$ cat src/rtl/avalon_arb_pkg.sv
`default_nettype none
// +------------------------------------------------------------------+
// | Package  : avalon_arb_pkg                                        |
// | Purpose  : Shared types and constants for the two-host Avalon    |
// |            arbiter.                                              |
// | Revision : 1.0                                                   |
// +------------------------------------------------------------------+
package avalon_arb_pkg;

  typedef enum logic [1:0] {
    IDLE   = 2'd0,
    GRANT  = 2'd1,
    WBURST = 2'd2,
    RDATA  = 2'd3
  } arb_state_t;

  // 0 = host h0, 1 = host h1
  typedef logic owner_t;

  localparam owner_t c_OWNER_H0 = 1'b0;
  localparam owner_t c_OWNER_H1 = 1'b1;

endpackage
`default_nettype wire

$ cat src/rtl/avalon_if.sv
`default_nettype none
// +------------------------------------------------------------------+
// | Interface : avalon_if                                            |
// | Purpose   : Avalon-MM bundle with bursting and pipelined reads.  |
// | Revision  : 1.0                                                  |
// +------------------------------------------------------------------+
interface avalon_if #(
  parameter int DATA_BYTES   = 4,
  parameter int BURSTCOUNT_W = 6,
  parameter int ADDR_W       = 32
);
  logic [ADDR_W-1:0]         address;
  logic [DATA_BYTES-1:0]     byteenable;
  logic                      read;
  logic                      write;
  logic [DATA_BYTES*8-1:0]   writedata;
  logic [BURSTCOUNT_W-1:0]   burstcount;
  logic                      waitrequest;
  logic [DATA_BYTES*8-1:0]   readdata;
  logic                      readdatavalid;

  modport host (
    output address, byteenable, read, write, writedata, burstcount,
    input  waitrequest, readdata, readdatavalid
  );

  modport agent (
    input  address, byteenable, read, write, writedata, burstcount,
    output waitrequest, readdata, readdatavalid
  );
endinterface
`default_nettype wire

$ cat src/rtl/avalon_rr_arbiter.sv
`default_nettype none
// +------------------------------------------------------------------+
// | Module   : avalon_rr_arbiter                                     |
// | Purpose  : Combinational two-way round-robin pick. On a tie the  |
// |            host that did not win the previous tie is chosen.     |
// | Revision : 1.0                                                   |
// +------------------------------------------------------------------+
module avalon_rr_arbiter
  import avalon_arb_pkg::*;
(
  input  logic   i_req0,
  input  logic   i_req1,
  input  owner_t i_last,
  output logic   o_valid,
  output logic   o_tie,
  output owner_t o_owner
);

  // Grant selection: single requester wins outright, ties alternate
  always_comb begin
    o_valid = i_req0 | i_req1;
    o_tie   = i_req0 & i_req1;
    if (o_tie) begin
      o_owner = ~i_last;
    end else if (i_req1) begin
      o_owner = c_OWNER_H1;
    end else begin
      o_owner = c_OWNER_H0;
    end
  end

endmodule
`default_nettype wire

$ cat src/rtl/avalon_arbiter2.sv
`default_nettype none
// +------------------------------------------------------------------+
// | Module   : avalon_arbiter2                                       |
// | Purpose  : Shares one Avalon-MM agent between two hosts. The     |
// |            grant is held across a whole write burst or until all |
// |            read beats return, so bursts never interleave.        |
// | Revision : 1.0                                                   |
// +------------------------------------------------------------------+
module avalon_arbiter2
  import avalon_arb_pkg::*;
#(
  parameter int DATA_BYTES   = 4,
  parameter int BURSTCOUNT_W = 6
) (
  input logic     clk,
  input logic     reset,
  avalon_if.agent h0,
  avalon_if.agent h1,
  avalon_if.host  m
);

  localparam int c_DATA_W = DATA_BYTES * 8;
  localparam logic [BURSTCOUNT_W-1:0] c_BC_ONE = BURSTCOUNT_W'(1);

  arb_state_t              r_state, w_state_nxt;
  owner_t                  r_owner, w_owner_nxt;
  owner_t                  r_last,  w_last_nxt;
  logic [BURSTCOUNT_W-1:0] r_remaining, w_remaining_nxt;

  logic                    w_arb_valid, w_arb_tie;
  owner_t                  w_arb_owner;

  logic                    w_own_read, w_own_write;
  logic [BURSTCOUNT_W-1:0] w_own_bc, w_bc_eff, w_rdv_ext, w_rd_left;
  logic [c_DATA_W-1:0]     w_own_wdata;
  logic                    w_wr_acc, w_rd_acc;
  logic                    w_own_wait, w_own_rdv;

  avalon_rr_arbiter u_rr (
    .i_req0  (h0.read | h0.write),
    .i_req1  (h1.read | h1.write),
    .i_last  (r_last),
    .o_valid (w_arb_valid),
    .o_tie   (w_arb_tie),
    .o_owner (w_arb_owner)
  );

  // Owner-side request mux and acceptance decode
  always_comb begin
    w_own_read  = (r_owner == c_OWNER_H1) ? h1.read       : h0.read;
    w_own_write = (r_owner == c_OWNER_H1) ? h1.write      : h0.write;
    w_own_bc    = (r_owner == c_OWNER_H1) ? h1.burstcount : h0.burstcount;
    w_own_wdata = (r_owner == c_OWNER_H1) ? h1.writedata  : h0.writedata;
    // A zero burstcount is a single beat
    w_bc_eff    = (w_own_bc == '0) ? c_BC_ONE : w_own_bc;
    w_rdv_ext   = {{(BURSTCOUNT_W-1){1'b0}}, m.readdatavalid};
    // A data beat may arrive in the very cycle the read is accepted
    w_rd_left   = w_bc_eff - w_rdv_ext;
    w_wr_acc    = w_own_write & ~m.waitrequest;
    // Write wins if a host illegally raises both strobes
    w_rd_acc    = w_own_read & ~w_own_write & ~m.waitrequest;
  end

  // State, owner, tie history and beat counter
  always_ff @(posedge clk or posedge reset) begin
    if (reset) begin
      r_state     <= IDLE;
      r_owner     <= c_OWNER_H0;
      r_last      <= c_OWNER_H1;
      r_remaining <= '0;
    end else begin
      r_state     <= w_state_nxt;
      r_owner     <= w_owner_nxt;
      r_last      <= w_last_nxt;
      r_remaining <= w_remaining_nxt;
    end
  end

  // Next-state logic; tie history only moves when both hosts contend
  always_comb begin
    w_state_nxt     = r_state;
    w_owner_nxt     = r_owner;
    w_last_nxt      = r_last;
    w_remaining_nxt = r_remaining;
    case (r_state)
      IDLE: begin
        if (w_arb_valid) begin
          w_state_nxt = GRANT;
          w_owner_nxt = w_arb_owner;
          if (w_arb_tie) begin
            w_last_nxt = w_arb_owner;
          end
        end
      end
      GRANT: begin
        if (w_wr_acc) begin
          if (w_bc_eff == c_BC_ONE) begin
            w_state_nxt     = IDLE;
            w_remaining_nxt = '0;
          end else begin
            w_state_nxt     = WBURST;
            w_remaining_nxt = w_bc_eff - c_BC_ONE;
          end
        end else if (w_rd_acc) begin
          w_remaining_nxt = w_rd_left;
          w_state_nxt     = (w_rd_left == '0) ? IDLE : RDATA;
        end else if (!w_own_read && !w_own_write) begin
          // Owner withdrew its request; release rather than stall
          w_state_nxt = IDLE;
        end
      end
      WBURST: begin
        if (w_wr_acc) begin
          w_remaining_nxt = r_remaining - c_BC_ONE;
          if (r_remaining == c_BC_ONE) begin
            w_state_nxt = IDLE;
          end
        end
      end
      RDATA: begin
        if (m.readdatavalid) begin
          w_remaining_nxt = r_remaining - c_BC_ONE;
          if (r_remaining == c_BC_ONE) begin
            w_state_nxt = IDLE;
          end
        end
      end
      default: begin
        w_state_nxt = IDLE;
      end
    endcase
  end

  // Downstream forwarding and per-host handshake demux
  always_comb begin
    m.address    = (r_owner == c_OWNER_H1) ? h1.address    : h0.address;
    m.byteenable = (r_owner == c_OWNER_H1) ? h1.byteenable : h0.byteenable;
    m.writedata  = w_own_wdata;
    m.burstcount = w_own_bc;
    m.read       = 1'b0;
    m.write      = 1'b0;
    w_own_wait   = 1'b1;
    w_own_rdv    = 1'b0;
    case (r_state)
      GRANT: begin
        m.read     = w_own_read & ~w_own_write;
        m.write    = w_own_write;
        w_own_wait = m.waitrequest;
        w_own_rdv  = m.readdatavalid;
      end
      WBURST: begin
        m.write    = w_own_write;
        w_own_wait = m.waitrequest;
      end
      RDATA: begin
        w_own_rdv  = m.readdatavalid;
      end
      default: begin
      end
    endcase
    h0.readdata      = m.readdata;
    h1.readdata      = m.readdata;
    h0.waitrequest   = (r_owner == c_OWNER_H0) ? w_own_wait : 1'b1;
    h1.waitrequest   = (r_owner == c_OWNER_H1) ? w_own_wait : 1'b1;
    h0.readdatavalid = (r_owner == c_OWNER_H0) ? w_own_rdv  : 1'b0;
    h1.readdatavalid = (r_owner == c_OWNER_H1) ? w_own_rdv  : 1'b0;
  end

endmodule
`default_nettype wire

$ cat src/flat_wrapper.sv
// flat-port wrapper written by rule: the top's interface ports become plain ports
module avalon_arbiter2_flat import avalon_arb_pkg::*;
#(
  parameter int DATA_BYTES   = 4,
  parameter int BURSTCOUNT_W = 6
)
  (clk, reset, h0_address, h0_byteenable, h0_read, h0_write, h0_writedata, h0_burstcount, h0_waitrequest, h0_readdata, h0_readdatavalid, h1_address, h1_byteenable, h1_read, h1_write, h1_writedata, h1_burstcount, h1_waitrequest, h1_readdata, h1_readdatavalid, m_address, m_byteenable, m_read, m_write, m_writedata, m_burstcount, m_waitrequest, m_readdata, m_readdatavalid);
  avalon_if #(.DATA_BYTES(DATA_BYTES), .BURSTCOUNT_W(BURSTCOUNT_W)) h0_i ();
  avalon_if #(.DATA_BYTES(DATA_BYTES), .BURSTCOUNT_W(BURSTCOUNT_W)) h1_i ();
  avalon_if #(.DATA_BYTES(DATA_BYTES), .BURSTCOUNT_W(BURSTCOUNT_W)) m_i ();
  input logic clk;
  input logic reset;
  input wire logic [$bits(h0_i.address)-1:0] h0_address;
  input wire logic [$bits(h0_i.byteenable)-1:0] h0_byteenable;
  input wire logic [$bits(h0_i.read)-1:0] h0_read;
  input wire logic [$bits(h0_i.write)-1:0] h0_write;
  input wire logic [$bits(h0_i.writedata)-1:0] h0_writedata;
  input wire logic [$bits(h0_i.burstcount)-1:0] h0_burstcount;
  output wire logic [$bits(h0_i.waitrequest)-1:0] h0_waitrequest;
  output wire logic [$bits(h0_i.readdata)-1:0] h0_readdata;
  output wire logic [$bits(h0_i.readdatavalid)-1:0] h0_readdatavalid;
  input wire logic [$bits(h1_i.address)-1:0] h1_address;
  input wire logic [$bits(h1_i.byteenable)-1:0] h1_byteenable;
  input wire logic [$bits(h1_i.read)-1:0] h1_read;
  input wire logic [$bits(h1_i.write)-1:0] h1_write;
  input wire logic [$bits(h1_i.writedata)-1:0] h1_writedata;
  input wire logic [$bits(h1_i.burstcount)-1:0] h1_burstcount;
  output wire logic [$bits(h1_i.waitrequest)-1:0] h1_waitrequest;
  output wire logic [$bits(h1_i.readdata)-1:0] h1_readdata;
  output wire logic [$bits(h1_i.readdatavalid)-1:0] h1_readdatavalid;
  output wire logic [$bits(m_i.address)-1:0] m_address;
  output wire logic [$bits(m_i.byteenable)-1:0] m_byteenable;
  output wire logic [$bits(m_i.read)-1:0] m_read;
  output wire logic [$bits(m_i.write)-1:0] m_write;
  output wire logic [$bits(m_i.writedata)-1:0] m_writedata;
  output wire logic [$bits(m_i.burstcount)-1:0] m_burstcount;
  input wire logic [$bits(m_i.waitrequest)-1:0] m_waitrequest;
  input wire logic [$bits(m_i.readdata)-1:0] m_readdata;
  input wire logic [$bits(m_i.readdatavalid)-1:0] m_readdatavalid;
  assign h0_i.address = h0_address;
  assign h0_i.byteenable = h0_byteenable;
  assign h0_i.read = h0_read;
  assign h0_i.write = h0_write;
  assign h0_i.writedata = h0_writedata;
  assign h0_i.burstcount = h0_burstcount;
  assign h0_waitrequest = h0_i.waitrequest;
  assign h0_readdata = h0_i.readdata;
  assign h0_readdatavalid = h0_i.readdatavalid;
  assign h1_i.address = h1_address;
  assign h1_i.byteenable = h1_byteenable;
  assign h1_i.read = h1_read;
  assign h1_i.write = h1_write;
  assign h1_i.writedata = h1_writedata;
  assign h1_i.burstcount = h1_burstcount;
  assign h1_waitrequest = h1_i.waitrequest;
  assign h1_readdata = h1_i.readdata;
  assign h1_readdatavalid = h1_i.readdatavalid;
  assign m_address = m_i.address;
  assign m_byteenable = m_i.byteenable;
  assign m_read = m_i.read;
  assign m_write = m_i.write;
  assign m_writedata = m_i.writedata;
  assign m_burstcount = m_i.burstcount;
  assign m_i.waitrequest = m_waitrequest;
  assign m_i.readdata = m_readdata;
  assign m_i.readdatavalid = m_readdatavalid;
  avalon_arbiter2 #(.DATA_BYTES(DATA_BYTES), .BURSTCOUNT_W(BURSTCOUNT_W)) u_core (.clk(clk), .reset(reset), .h0(h0_i), .h1(h1_i), .m(m_i));
endmodule
$ cat config.mk
export PLATFORM = sky130hd
export DESIGN_NAME = avalon_arbiter2_flat
export DESIGN_NICKNAME = d
export VERILOG_FILES = /design/src/rtl/avalon_arb_pkg.sv /design/src/rtl/avalon_if.sv /design/src/rtl/avalon_rr_arbiter.sv /design/src/rtl/avalon_arbiter2.sv /design/src/flat_wrapper.sv
export SDC_FILE = /design/constraint.sdc
export NUM_CORES = 1
export LEC_CHECK = 0
export BUFFER_PORTS_ARGS = -buffer_cell sky130_fd_sc_hd__buf_2
export CAP_MARGIN = 20
export CORE_AREA = 2 2 130 132
export CTS_BUF_LIST = sky130_fd_sc_hd__clkbuf_4
export CTS_CLUSTER_DIAMETER = 50
export DETAILED_ROUTE_END_ITERATION = 16
export DIE_AREA = 0 0 132 134
export SLEW_MARGIN = 20
export SYNTH_ARGS = -nofsm -noshare
export SYNTH_HDL_FRONTEND = slang
export SYNTH_HIERARCHICAL = 1
export SYNTH_SLANG_ARGS = --single-unit
$ cat constraint.sdc
create_clock -name clk -period 3.05 [get_ports clk]
set_input_delay 0.61 -clock clk [delete_from_list [all_inputs] [get_ports clk]]
set_output_delay 0.61 -clock clk [all_outputs]
set_load 0.005 [all_outputs]
== Word level (Yosys, flattened, before mapping) ==
Index checks and enable logic that the tools add are counted.

* Add/sub/neg operators: 3
* Eq/ne operators: 10
* Muxes and demuxes: 33
* Bitwise operators: 10
* Reduce and logical (&&, ||, !) cells: 13

{| class="wikitable"
|+ Operator list
! cell !! count
|-
| $mux 32 || 2
|-
| $mux 6 || 7
|-
| $mux 2 || 9
|-
| $pmux 6 s3 || 1
|-
| $eq 6x1->1 const B || 2
|-
| $logic_not 6->1 || 2
|-
| $mux 1 || 12
|-
| $sub 6x1->6 const B || 2
|-
| $pmux 2 s4 || 1
|-
| $reduce_and 4->1 || 2
|-
| $sub 6x1->6 || 1
|-
| $and 1x1->1 || 4
|-
| $eq 2x2->1 const B || 2
|-
| $mux 4 || 1
|-
| $ne 2x2->1 const B || 2
|-
| $ne 4x1->1 const B || 1
|-
| $reduce_or 2->1 || 2
|-
| $ne 3x1->1 const B || 1
|-
| $not 1->1 || 3
|-
| $or 1x1->1 || 3
|-
| $reduce_and 3->1 || 1
|-
| $reduce_bool 3->1 || 1
|-
| $eq 2x1->1 const B || 1
|-
| $logic_not 1->1 || 2
|-
| 4 further kinds || 4
|}

* Flip-flop bits (word level): 10
* Input port bits: 188
* Output and inout bits: 144
* Logic and storage cells: 73

== Logic depth before layout (Yosys ltp) ==
Gate-level depths: netlist (run 1).

* Depth after elaboration: 9
* Mapped depth: 12
* Depth with buffers taken out: 10

== Cells and area by module ==
Netlist (run 1), hierarchy kept.

{| class="wikitable"
|+ Modules (own cells, without submodules)
! module !! instances !! cells each !! area each (sq um) !! sequential area each (sq um)
|-
| avalon_arbiter2 || 1 || 304 || 2635.0 || 251.5
|-
| avalon_rr_arbiter || 1 || 3 || 25.0 || 0.0
|}

== Worst setup path after synthesis (run 1) ==
OpenSTA, ideal clock, no wires.

* Path kind: input -> register
* Start point: input port h1_burstcount[3]
* End point: register u_core.r_state[0]
* Setup time: 0.133 ns
* Arrival time: 2.613 ns
* Data required time: 2.917 ns
* Setup slack: 0.304 ns
* Cell stages on the path: 10
* Path buffers: 0
* Cells stage by stage: nor4b_2 o22ai_1 nand2b_1 inv_1 ha_1 ha_1 nand3_1 a311o_1 a311oi_1 a21oi_1

* Cells in the longest elaborated chain, start to end: 9

{| class="wikitable"
|+ RTL lines
! item !! RTL line !! RTL
|-
| start: declaration || flat_wrapper.sv:27 || <nowiki>input wire logic [$bits(h1_i.burstcount)-1:0] h1_burstcount;</nowiki>
|-
| $mux 6 (*) || avalon_arbiter2.sv:52 || <nowiki>w_own_bc = (r_owner == c_OWNER_H1) ? h1.burstcount : h0.burstcount;</nowiki>
|-
| $logic_not 6->1 || avalon_arbiter2.sv:55 || <nowiki>w_bc_eff = (w_own_bc == '0) ? c_BC_ONE : w_own_bc;</nowiki>
|-
| $mux 6 (*) || avalon_arbiter2.sv:55 ||
|-
| $sub 6x1->6 (*) || avalon_arbiter2.sv:58 || <nowiki>w_rd_left = w_bc_eff - w_rdv_ext;</nowiki>
|-
| $logic_not 6->1 (*) || avalon_arbiter2.sv:106 || <nowiki>w_state_nxt = (w_rd_left == '0) ? IDLE : RDATA;</nowiki>
|-
| $mux 2 (*) || avalon_arbiter2.sv:106 ||
|-
| $mux 2 (*) || avalon_arbiter2.sv:104 || <nowiki>end else if (w_rd_acc) begin</nowiki>
|-
| $mux 2 (*) || avalon_arbiter2.sv:96 || <nowiki>if (w_wr_acc) begin</nowiki>
|-
| $pmux 2 s4 (*) || avalon_arbiter2.sv:85 || <nowiki>case (r_state)</nowiki>
|-
| end signal: assignment || avalon_arbiter2.sv:72 || <nowiki>r_state <= w_state_nxt;</nowiki>
|-
| end: declaration || avalon_arbiter2.sv:25 || <nowiki>arb_state_t r_state, w_state_nxt;</nowiki>
|}

Mark *: on every way between the ends. The rest lies on a longest branch, timed or not.
A chain may end at the register's enable or synchronous reset.

== Worst setup path in the final report (run 1) ==
* Start point: register u_core.r_owner
* End point: register u_core.r_state[0]

* Cells in the longest elaborated chain, start to end: 9
* Elaborated cells on any way between the ends: 21
* Those cells by class: add/sub (1); eq/ne (2); mux (8); bitwise (4); reduce/logical (6)

{| class="wikitable"
|+ RTL lines
! item !! RTL line !! RTL
|-
| start: declaration || avalon_arbiter2.sv:26 || <nowiki>owner_t r_owner, w_owner_nxt;</nowiki>
|-
| start signal: assignment || avalon_arbiter2.sv:68 || <nowiki>r_owner <= c_OWNER_H0;</nowiki>
|-
| start signal: assignment || avalon_arbiter2.sv:73 || <nowiki>r_owner <= w_owner_nxt;</nowiki>
|-
| $mux 6 || avalon_arbiter2.sv:52 ||
|-
| $logic_not 6->1 || avalon_arbiter2.sv:55 ||
|-
| $mux 6 || avalon_arbiter2.sv:55 ||
|-
| $sub 6x1->6 || avalon_arbiter2.sv:58 ||
|-
| $logic_not 6->1 || avalon_arbiter2.sv:106 ||
|-
| $mux 2 || avalon_arbiter2.sv:106 ||
|-
| $mux 2 || avalon_arbiter2.sv:104 ||
|-
| $mux 2 || avalon_arbiter2.sv:96 ||
|-
| $pmux 2 s4 || avalon_arbiter2.sv:85 ||
|}

Several ways; a longest one is shown, not always the timed one.

==> reports/qor.yml, run 1 <==
run_status: "complete, no violations"
drc_errors: 0
relative_contribution_of_sequential_cells_to_total_power: 0.134
ys.flop_type: "sky130_fd_sc_hd__dfrtp_1"
path_max_fanout: 21
p_switching_w: 0.00114
floorplan.io_pins: 332
yosys_warnings: 6
yosys.cell_types.count: 61
routedWlPerCell_um: 16.6
synth.top_cells.by_area: "sky130_fd_sc_hd__mux2_1 29%, sky130_fd_sc_hd__buf_4 18%, sky130_fd_sc_hd__dfrtp_1 8.5%"
slew_headroom: 0.620
via_count_of_the_first_global_routing_pass: 2864
global_route.overflow_total: 0
finish.instance_area_um2: 3640
cts_root_buf: "sky130_fd_sc_hd__clkbuf_4"
chipHeight_um: 134
comb_power_share: 0.825
floorplan.core_area_um2: 16300
total_leakage_power_nw: 1.78
cts.path.max_buffers: 2
cts.repair_timing.setup_buffer_count: 0
final.fill_count: 1833
cts.repair.resized: 0
rows: 47
worst_ir_drop_vdd_uv: 326
detail_route.vias_per_cell: 4.19
critical_path_required_ps: 3190
wirelength_um: 11500
setup_viol: 0
synth.top_cells.by_count: "69 x sky130_fd_sc_hd__mux2_1, 64 x sky130_fd_sc_hd__buf_4, 17 x sky130_fd_sc_hd__inv_1"
gr-usage-all-layers: 0.125
finalWeightedCongestion: 0.896
htreeDepth: 1
initial_core_util: 0.163
clkPwrFrac: 0.042
cts.sinks: 10
final.min_clock_period_ps: 2800
fin_crit_sh: 0.919
hold_path_class: "in -> async"
syn_to_final_growth_pct: 36.7
yosysTopAreaCellShare: 0.292
detailedPlacementHpwl_um: 10100
final_core_util: 0.223
seq_area_frac_synth: 0.0945
syn_inst: 307
n_antenna_cell: 0
nets: 674
floorplan.die_area_um2: 17700
synth_edf_count: 0
yosys.cell_count.top_type: "sky130_fd_sc_hd__mux2_1"
cts_tree: "done"
antenna_found_initial: 2
netlist_area_um2: 2660
synth.net_count: 506
hold_slack_ps: 328
postSynthAreaPerCell_um2: 8.66
clk_pin_slew_worst_paths_ps: 70
drt-initial-drc-count: 131
cts_hold_buffers: 0
numPortBuffers: 235
synth_top_area_cell: "sky130_fd_sc_hd__mux2_1"
num_vias: 2910
worstSetupEndpointType: "flip-flop"
clk_latency_ps: 260
grt_pass1_wl_um: 17100
setup_ws_ps: 247
synth-async-reset-ratio: 1.00
layout-drive-gt1-share: 0.549
dieWidth_um: 132
p_per_area_nw_per_um2: 629
max_clock_skew_ps: 2.05
firstDrtPassIters: 4
transition_time_at_the_pin_with_the_least_slew_margin_ps: 554
timing_hold_violations_final: 0
grt_start_max_net_pins: 79
fin_setup_tns_ps: 0
yosys_register_bits: 10
cell_internal_pwr_w: 0.00114
placedInstanceArea_um2: 3610
drtAntennaViolNets: 0
tritoncts.num_buffers: 3
crit_path_start_kind: "flip-flop"
grt_setup_unrepaired: "no"
sw_frac_of_total: 0.500
dp_slack_ps: 131
arrival_ps: 2940
max_clock_freq_mhz: 357
worstSetupPathType: "reg -> reg"
cap_violations: 0
slew_viol_final: 0
-- path summary, 6_finish.rpt --
kind	startpoint	endpoint	slack [ps]	cells after the start
worst max-delay path	u_core/r_owner$_DFFE_PP0P_	u_core/r_state[0]$_DFFE_PP0P_	250	9
worst min-delay path	reset	u_core/r_remaining[3]$_DFFE_PP0P_	330	2
worst max register to register	u_core/r_owner$_DFFE_PP0P_	u_core/r_state[0]$_DFFE_PP0P_	250	9
worst min register to register	u_core/r_remaining[5]$_DFFE_PP0P_	u_core/r_remaining[5]$_DFFE_PP0P_	490	1
max in group asynchronous	reset	u_core/r_owner$_DFFE_PP0P_	2380	2
min in group clk	u_core/r_remaining[5]$_DFFE_PP0P_	u_core/r_remaining[5]$_DFFE_PP0P_	490	1
-- registers in the layout, indices dropped and copies added (netlist names) --
register / flops
u_core/r_last: 1
u_core/r_owner: 1
u_core/r_remaining: 6
u_core/r_state: 2
-- metrics by stage --
stage,cells,power [W]
CTS,694,0.00231
finish,694,0.00229
detailed placement,690,0.00220
global route,694,0.00252
global placement,690,0.00220
floorplan,307,0.00152
-- metal layers --
metal  track usage  routed length [µm]  vias to the layer above
li1              -                   -                     1376
met1         0.162                4900                     1322
met2         0.180                4620                      177
met3        0.0684                1710                       31
met4        0.0314                 234                        4
met5             0                  27                        -
-- power by group through the flow --
stage / combinational, W / sequential, W / clock [W]
final: 0.00189 / 0.000306 / 0.0000950
after global routing: 0.00209 / 0.000320 / 0.000104
after CTS: 0.00191 / 0.000306 / 0.0000985
after detailed placement: 0.00190 / 0.000307 / 0
after global placement: 0.00190 / 0.000305 / 0
after floorplan: 0.00127 / 0.000253 / 0
-- cells by family after synthesis --
| logic type | after synthesis | synth area share |
|---|---|---|
| AOI/OAI and AO/OA | 42 | 0.126 |
| buffers and inverters | 93 | 0.229 |
| and+or+nand+nor | 68 | 0.156 |
| adders and majority gates | 11 | 0.0517 |
| DFF | 10 | 0.0945 |
| xor gates and xnor gates | 5 | 0.0165 |
| muxes | 78 | 0.327 |
-- cell usage in the layout (no fill, tap or decap), drive strengths merged, types with 4 or more instances in the layout --
| cell type | instances |
|---|---|
| nand2 | 8 |
| dfrtp | 9 |
| buf | 238 |
| or3 | 4 |
| nor2 | 15 |
| o21ai | 11 |
| nand3 | 6 |
| ha | 11 |
| nor3 | 6 |
| inv | 18 |
| or2 | 5 |
| xnor2 | 5 |
| a21oi | 4 |
| mux2 | 71 |
| mux2i | 7 |
| nor3b | 5 |
-- layout make-up --
type | instances | area (µm²) | area share
clock buffers | 3 | 22.5 | 0.00619
clock inverters | 1 | 3.75 | 0.00103
inverters | 18 | 67.6 | 0.0186
multi-input cells | 204 | 1800 | 0.495
flip-flops and latches | 10 | 255 | 0.0702
well taps | 220 | 275 | 0.0757
repair buffers | 238 | 1210 | 0.333
-- critical path: stages, from the launching register on --
cell	delay, ps
sky130_fd_sc_hd__dfrtp_4	600
sky130_fd_sc_hd__mux2_1	370
sky130_fd_sc_hd__nand2b_1	200
sky130_fd_sc_hd__inv_1	100
sky130_fd_sc_hd__ha_1	260
sky130_fd_sc_hd__nor3b_1	290
sky130_fd_sc_hd__mux2i_1	130
sky130_fd_sc_hd__a311o_1	410
sky130_fd_sc_hd__a311oi_1	260
sky130_fd_sc_hd__a21oi_1	70
No activity file was read; power rests on OpenSTA's default activity.
==> inputs of run 2 (changes only) <==
--- a/config.mk
+++ b/config.mk
@@ -5,10 +5,10 @@
 export SDC_FILE = /design/constraint.sdc
 export NUM_CORES = 1
 export LEC_CHECK = 0
-export BUFFER_PORTS_ARGS = -buffer_cell sky130_fd_sc_hd__buf_2
+export BUFFER_PORTS_ARGS = -buffer_cell sky130_fd_sc_hd__buf_4
 export CAP_MARGIN = 20
 export CORE_AREA = 2 2 130 132
-export CTS_BUF_LIST = sky130_fd_sc_hd__clkbuf_4
+export CTS_BUF_LIST = sky130_fd_sc_hd__clkbuf_8
 export CTS_CLUSTER_DIAMETER = 50
 export DETAILED_ROUTE_END_ITERATION = 16
 export DIE_AREA = 0 0 132 134
==> run 2 against run 1 <==
  * Clock power increased by 55%
  * Sequential cell count stayed put
  * Combinational power increased by 13%
==> reports/qor.yml, run 2 (synthesis gave the netlist of run 1 again) <==
relative_contribution_of_sequential_cells_to_total_power: 0.120  # -0.014
firstDrtPassIters: 4  # unchanged
detail_route.vias_per_cell: 4.13  # -1.6%
worstSetupEndpointType: "flip-flop"
initial_core_util: 0.163  # unchanged
largestRegisters: "u_core/r_remaining (6), u_core/r_state (2)"
routedWlPerCell_um: 17.3  # +4.7%
clk_latency_ps: 240  # -20 ps
crit_path_start_kind: "flip-flop"
hold_path_class: "in -> async"
clk_pin_slew_worst_paths_ps: 50  # -20 ps
max_clock_freq_mhz: 361  # +1.1%
run_status: "complete, no violations"
top_sig_layer: "met4"
largest_register: "u_core/r_remaining"
cts.repair.resized: 0  # unchanged
worst_ir_drop_vdd_uv: 309  # -5.2%
syn_to_final_growth_pct: 59.5
cap_violations: 0  # unchanged
detailedPlacementHpwl_um: 10500  # +3.6%
finalWeightedCongestion: 0.851  # -5.1%
cts_tree: "done"
timing_hold_violations_final: 0  # unchanged
n_antenna_cell: 0  # unchanged
antenna_found_initial: 0  # -2
drc_errors: 0  # unchanged
total_leakage_power_nw: 1.99  # +12%
final.min_clock_period_ps: 2770  # -30.0 ps
comb_power_share: 0.824  # about the same
grt_setup_unrepaired: "no"
metal1_wirelength_um: 5220  # +6.4%
grt_pass1_wl_um: 17700  # +3.8%
setup_viol: 0  # unchanged
largest_register_ffs: 6  # unchanged
rows: 47  # unchanged
htreeDepth: 1  # unchanged
critical_path.startpoint: "u_core/r_owner$_DFFE_PP0P_"
fin_setup_tns_ps: 0  # unchanged
timing.rr.start: "u_core/r_owner$_DFFE_PP0P_"
cts.path.max_buffers: 2  # unchanged
gr-usage-all-layers: 0.131  # +0.00582
layout-drive-gt1-share: 0.549  # unchanged
cts.sinks: 10  # unchanged
cell_internal_pwr_w: 0.00142  # +24%
critical_path_required_ps: 3160  # -30 ps
floorplan.die_area_um2: 17700  # unchanged
clkPwrFrac: 0.056  # +0.014
floorplan.io_pins: 332  # unchanged
cts.repair_timing.setup_buffer_count: 0  # unchanged
slew_headroom: 0.629  # +0.00925
slew_viol_final: 0  # unchanged
num_vias: 2864  # -1.6%
wirelength_um: 12000  # +4.7%
fin_crit_sh: 0.909  # -0.00983
numPortBuffers: 235  # unchanged
drt-initial-drc-count: 137  # +4.6%
met3RoutedLength_um: 1610  # -5.8%
cts_hold_buffers: 0  # unchanged
nets: 674  # unchanged
grt_start_max_net_pins: 78  # -1.3%
final_common_cell: "sky130_fd_sc_hd__buf_4"
via_count_of_the_first_global_routing_pass: 2951  # +3.0%
p_switching_w: 0.00118  # +3.6%
chipHeight_um: 134  # unchanged
hold_slack_ps: 391  # +63.5 ps
drtAntennaViolNets: 0  # unchanged
dieWidth_um: 132  # unchanged
global_route.overflow_total: 0  # unchanged
max_clock_skew_ps: 2.77  # +0.717 ps
arrival_ps: 2890  # -50 ps
path_max_fanout: 22  # +4.8%
p_per_area_nw_per_um2: 613  # -2.6%
worstSetupPathType: "reg -> reg"
met2WireLength_um: 4980  # +7.7%
tritoncts.num_buffers: 3  # unchanged
cts_root_buf: "sky130_fd_sc_hd__clkbuf_8"
transition_time_at_the_pin_with_the_least_slew_margin_ps: 540  # -13.5 ps
sw_frac_of_total: 0.455  # -0.0444
floorplan.core_area_um2: 16300  # unchanged
final_cell_mix: "237 x sky130_fd_sc_hd__buf_4, 69 x sky130_fd_sc_hd__mux2_1, 18 x sky130_fd_sc_hd__inv_1"
-- run 2: cell count changes in the layout (fill, tap and decap cells not counted), sizes merged --
cell / before / now
clkinv: 1 / 0
inv: 18 / 19
-- run 2: worst paths after layout --
check                                               endpoint  slack, ps  depth (start not counted)
setup reg to reg               u_core/r_state[0]$_DFFE_PP0P_        280                          9
setup / recovery               u_core/r_state[0]$_DFFE_PP0P_        280                          9
max in group asynchronous         u_core/r_owner$_DFFE_PP0P_       2300                          2
hold reg to reg            u_core/r_remaining[5]$_DFFE_PP0P_        490                          1
hold / removal             u_core/r_remaining[3]$_DFFE_PP0P_        390                          2
min in group clk           u_core/r_remaining[5]$_DFFE_PP0P_        490                          1
-- run 2: metal layers --
| layer | vias to the layer above | track usage |
|---|---|---|
| met2 | 159 | 0.197 |
| li1 | 1370 | - |
| met1 | 1310 | 0.164 |
| met3 | 25 | 0.0684 |
| met4 | 0 | 0.0350 |
| met5 | - | 0 |
-- run 2: critical path, cell delays in order (launching register included) --
cell and delay [ps]:
sky130_fd_sc_hd__dfrtp_4 600, sky130_fd_sc_hd__mux2_1 370, sky130_fd_sc_hd__nand2b_1 190, sky130_fd_sc_hd__inv_1 100, sky130_fd_sc_hd__ha_1 260, sky130_fd_sc_hd__nor3b_1 270
sky130_fd_sc_hd__mux2i_1 120, sky130_fd_sc_hd__a311o_1 400, sky130_fd_sc_hd__a311oi_1 280, sky130_fd_sc_hd__a21oi_1 60
-- run 2: power groups by stage --
stage          combinational (W)  clock [W]  sequential [W]
2_1_floorplan            0.00127          0        0.000253
3_3_place_gp             0.00215          0        0.000309
3_5_place_dp             0.00215          0        0.000309
4_1_cts                  0.00216   0.000151        0.000308
5_1_grt                  0.00233   0.000157        0.000327
6_report                 0.00214   0.000147        0.000311
-- run 2: cell type report --
type | instances | area, µm²
fill | 1768 | 12000
multi-input combinational | 204 | 1800
sequential | 10 | 255
clock buffer | 3 | 41.3
tap | 220 | 275
timing repair buffer | 238 | 1800
clock inverter | 1 | 3.75
inverter | 18 | 67.6
-- run 2: through the flow --
step,worst slack (ps),power (W),std cells,instance area (µm²),utilization
final,277,0.00260,694,4240,0.260
after global routing,104,0.00282,694,4240,0.260
after CTS,295,0.00262,694,4240,0.260
after detailed placement,158,0.00246,690,4200,0.258
after global placement,213,0.00246,690,4200,0.258
after floorplan,304,0.00152,307,2660,-
